===== src/rtl/scan_mux.sv =====
// Registered N:1 word multiplexer with a built-in channel scanner.
// Manual mode presents sel_in; scan mode steps through channels, DWELL cycles each.
module scan_mux #(
  parameter  int WIDTH    = 16,
  parameter  int CHANNELS = 8,
  parameter  int DWELL    = 4,
  localparam int SEL_W    = ($clog2(CHANNELS) < 1) ? 1 : $clog2(CHANNELS)
) (
  input  logic                      clk,
  input  logic                      reset,
  input  logic [CHANNELS*WIDTH-1:0] data_in,
  input  logic                      mode,
  input  logic [SEL_W-1:0]          sel_in,
  input  logic                      hold,
  output logic [WIDTH-1:0]          out,
  output logic [SEL_W-1:0]          sel_out,
  output logic                      valid,
  output logic                      wrap
);

  localparam int DCNT_W = (DWELL > 1) ? $clog2(DWELL) : 1;

  localparam logic [SEL_W-1:0]  LAST_CH = SEL_W'(CHANNELS - 1);
  localparam logic [DCNT_W-1:0] LAST_DW = DCNT_W'(DWELL - 1);

  logic [WIDTH-1:0]  r_out;
  logic [SEL_W-1:0]  r_sel_out;
  logic              r_valid;
  logic              r_wrap;
  logic [SEL_W-1:0]  r_ch;
  logic [DCNT_W-1:0] r_dcnt;

  logic [SEL_W-1:0]  w_idx;
  logic [WIDTH-1:0]  w_word;
  logic              w_hit;
  logic [SEL_W-1:0]  w_ch_nxt;
  logic [DCNT_W-1:0] w_dcnt_nxt;
  logic              w_wrap_nxt;

  assign w_idx = mode ? r_ch : sel_in;

  // Out-of-range selects match no channel, so the word falls back to zero
  // and w_hit doubles as the valid flag.
  always_comb begin
    // NOTE: every signal written here gets a default first so no latch is inferred.
    w_word = '0;
    w_hit  = 1'b0;
    for (int k = 0; k < CHANNELS; k++) begin
      if (w_idx == SEL_W'(k)) begin
        w_word = data_in[k*WIDTH +: WIDTH];
        w_hit  = 1'b1;
      end
    end
  end

  // Scan sequencing: manual mode parks the counters at zero so the next
  // scan starts at channel 0 with a full dwell; mode=0 overrides hold.
  always_comb begin
    w_ch_nxt   = r_ch;
    w_dcnt_nxt = r_dcnt;
    w_wrap_nxt = 1'b0;
    if (!mode) begin
      w_ch_nxt   = '0;
      w_dcnt_nxt = '0;
    end else if (!hold) begin
      if (r_dcnt != LAST_DW) begin
        w_dcnt_nxt = r_dcnt + 1'b1;
      end else begin
        w_dcnt_nxt = '0;
        if (r_ch == LAST_CH) begin
          w_ch_nxt   = '0;
          w_wrap_nxt = 1'b1;
        end else begin
          w_ch_nxt = r_ch + 1'b1;
        end
      end
    end
  end

  always_ff @(posedge clk or posedge reset) begin
    if (reset) begin
      r_out     <= '0;
      r_sel_out <= '0;
      r_valid   <= 1'b0;
      r_wrap    <= 1'b0;
      r_ch      <= '0;
      r_dcnt    <= '0;
    end else begin
      // NOTE: non-blocking assignments so every register samples pre-edge values.
      r_out     <= w_word;
      r_sel_out <= w_idx;
      r_valid   <= w_hit;
      r_wrap    <= w_wrap_nxt;
      r_ch      <= w_ch_nxt;
      r_dcnt    <= w_dcnt_nxt;
    end
  end

  assign out     = r_out;
  assign sel_out = r_sel_out;
  assign valid   = r_valid;
  assign wrap    = r_wrap;

endmodule


===== config.mk =====
export PLATFORM = sky130hd
export DESIGN_NAME = scan_mux
export DESIGN_NICKNAME = d
export VERILOG_FILES = /design/src/rtl/scan_mux.sv
export SDC_FILE = /design/constraint.sdc
export NUM_CORES = 1
export LEC_CHECK = 0
export CORE_UTILIZATION = 35
export CTS_CLUSTER_SIZE = 24
export DETAILED_ROUTE_END_ITERATION = 8
export PLACE_DENSITY_LB_ADDON = 0.15
export SLEW_MARGIN = 20
export SYNTH_ARGS = -nofsm -noshare
export SYNTH_HDL_FRONTEND = slang
export SYNTH_SLANG_ARGS = --single-unit

===== constraint.sdc =====
create_clock -name clk -period 2.3 [get_ports clk]
set_input_delay 0.46 -clock clk [delete_from_list [all_inputs] [get_ports clk]]
set_output_delay 0.46 -clock clk [all_outputs]
set_load 0.005 [all_outputs]

==> reports/summary.txt <==
Yosys warnings: 0
Worst Setup End Kind: flop
status: completed
Vias: 2640
Yosys top cell by area: dfrtp_1
worst endpoint required time: 2.48 ns
post-CTS resize count: 0
CP Data Arrival Time: 2.33 ns
Multi-input gate area: 1260 um^2
Synth Net Count: 420
Crit Path Max Fanout: 19
Syn Inst Count: 282
WL per Instance: 14.8 um
ys async rst share: 1.00
Yosys top cell area share: 0.320
worst path bufs/invs: 2
layout cells sized above 1: 0.0750
Mean Syn Cell Area: 7.22 um^2
fin crit period: 2.15 ns
Leakage Power: 0.00156 uW
Die Area: 6130 um^2
CTS tree: done
ys flop type: dfrtp_1
VDD IR-drop max: 352 uV
Antenna Cells: 0
Final Cell Area: 3830 um^2
Initial DRC Count: 111
Layout Skew: 0.00667 ns
slowest CP cell: clkdlybuf4s50_1
Clock Tree Root: clkbuf_8
htree depth: 1
drt total wl: 7570 um
initial antenna violation count: 0
fmax: 465 MHz
# nets final: 579
clock-pin slew on the worst setup and hold paths: 0.10 ns
IO Port Bufs: 155
Clock Sink Count: 26
vias in the first global route: 2658
ANT nets after route: 0
Hold WC Path Type: in2async
Synth cell types: 35
Num CTS Buffers: 3
HPWL after DPL: 6110 um
startpoint types: primary input
first-pass GRT wire length: 11800 um
largest net degree at the start of global routing: 27
gp weighted congestion: 0.877
CTS Hold Bufs: 0
post-CTS setup buffers: 0
Worst-Skew Late Latency: 0.27 ns
RSZ-0062 raised after global routing: false
Filler cells: 497
mapped cell area: 2040 um^2
Max Slew Vio Count: 0
Top delay family on crit path: buffers and inverters
Placed Area: 3760 um^2
crit path kind: in2reg
Tcrit/Tclk final: 0.935
starting density of the core: 0.367
Final Hold Viols: 0
row count: 27
CP max stage delay: 0.63 ns
core area: 5540 um^2
Seq. cell area: 651 um^2
maximum clock insertion buffer count: 2
ranking of synthesized cells by area: dfrtp_1 (32%), nand2_1 (17%), a21oi_1 (11%)
final hold slack: 0.533 ns
Final TNS setup: 0 ns
drt first pass iters: 6
Seq/Total Area, Yosys: 0.320
number of synthesized register bits: 26
Overflow after GRT: 0
post-route insts no fill: 512
final setup fails: 0
Area growth syn-to-layout: 88.0%
Post-synth EDFFs: 0
Tot GR Track Use: 0.244
Die Wd: 78.3 um
Power Density: 392 nW/um^2
Critical Path, Cell by Cell: clkdlybuf4s50_1 > mux2i_4 > inv_2 > nor2_1 > o2bb2ai_1 > a21oi_1 > o22ai_1
vias per cell: 5.16
drt drc: 0
Max Cap Viol: 0
Cells after DPL: 508
Ports: 156
final core utilization: 0.691
die height: 78.3 um
-- cells in the final DEF (no fill, tap or decap), drive strengths merged, types with 2 or more instances in the layout --
master / n
a211oi: 2
a21oi: 46
a311o: 9
buf: 20
clkbuf: 3
clkdlybuf4s50: 155
dfrtp: 26
ha: 3
inv: 5
mux2i: 6
nand2: 92
nand3: 21
nor2: 12
nor2b: 4
nor3: 4
o211ai: 10
o21ai: 4
o22ai: 4
o2bb2ai: 4
-- state kept, by name (all words and copies together), names as in the netlist --
name and cells:
valid 1, sel_out 3, r_ch 3, out 16, r_dcnt 2, wrap 1
-- cell families after synthesis --
kind of cell | count (synthesis) | synth area share
compound gates | 82 | 0.256
xor+xnor | 1 | 0.00430
fa+ha+maj | 3 | 0.0184
buf+inv | 26 | 0.0731
flops | 26 | 0.320
mux | 7 | 0.0486
other cells | 1 | 0.00184
simple gates | 136 | 0.278
-- per-layer routing --
| metal | vias up | track usage | routed length, um |
|---|---|---|---|
| li1 | 1301 | - | - |
| met1 | 1206 | 0.271 | 2970 |
| met2 | 121 | 0.454 | 3960 |
| met3 | 12 | 0.0453 | 506 |
| met4 | 0 | 0.0981 | 136 |
| met5 | - | 0 | 0 |
-- through the flow --
stage | power (uW) | setup WS, ns
5_1_grt | 1580 | 0.0159
3_3_place_gp | 1120 | -0.0702
3_5_place_dp | 1130 | -0.133
6_report | 1500 | 0.150
2_1_floorplan | 738 | 0.604
4_1_cts | 1510 | 0.164
-- path summary, 6_finish.rpt --
path	startpoint	endpoint	slack, ns	depth (start not counted)
worst max-delay path	mode	out[1]	0.15	7
worst min-delay path	reset	valid	0.53	3
worst max register to register	r_ch[2]	out[14]	0.62	6
worst min register to register	r_dcnt[1]	r_dcnt[1]	0.58	2
max in group asynchronous	reset	out[5]	1.51	3
min in group clk	r_dcnt[1]	r_dcnt[1]	0.58	2
-- final cells by class --
class / instances / area share
clock buffer: 3 / 0.0108
clock inverter: 1 / 0.00785
inverter: 5 / 0.00490
multi-input combinational: 230 / 0.329
sequential: 26 / 0.170
tap: 72 / 0.0235
timing repair buffer: 175 / 0.454
-- power breakdown --
part / switching, uW / internal, uW / total, uW / leakage [uW]
Clock: 148 / 233 / 381 / 0.0000357
Combinational: 225 / 383 / 608 / 0.00120
Sequential: 14.7 / 499 / 514 / 0.000324
Total: 387 / 1110 / 1500 / 0.00156
-- synthesized netlist by cell type (all sizes together) (5+ instances only) --
cell type	count
nand2	92
a21oi	46
dfrtp	26
nand3	21
buf	17
nor2	12
o211ai	10
a311o	9
mux2i	6
inv	5
-- tightest hold or removal path: cells and delay by family --
family	cells	cell delay [ns]
buf+inv	3	0.76
Note: power is estimated with default switching activity, not from simulation.
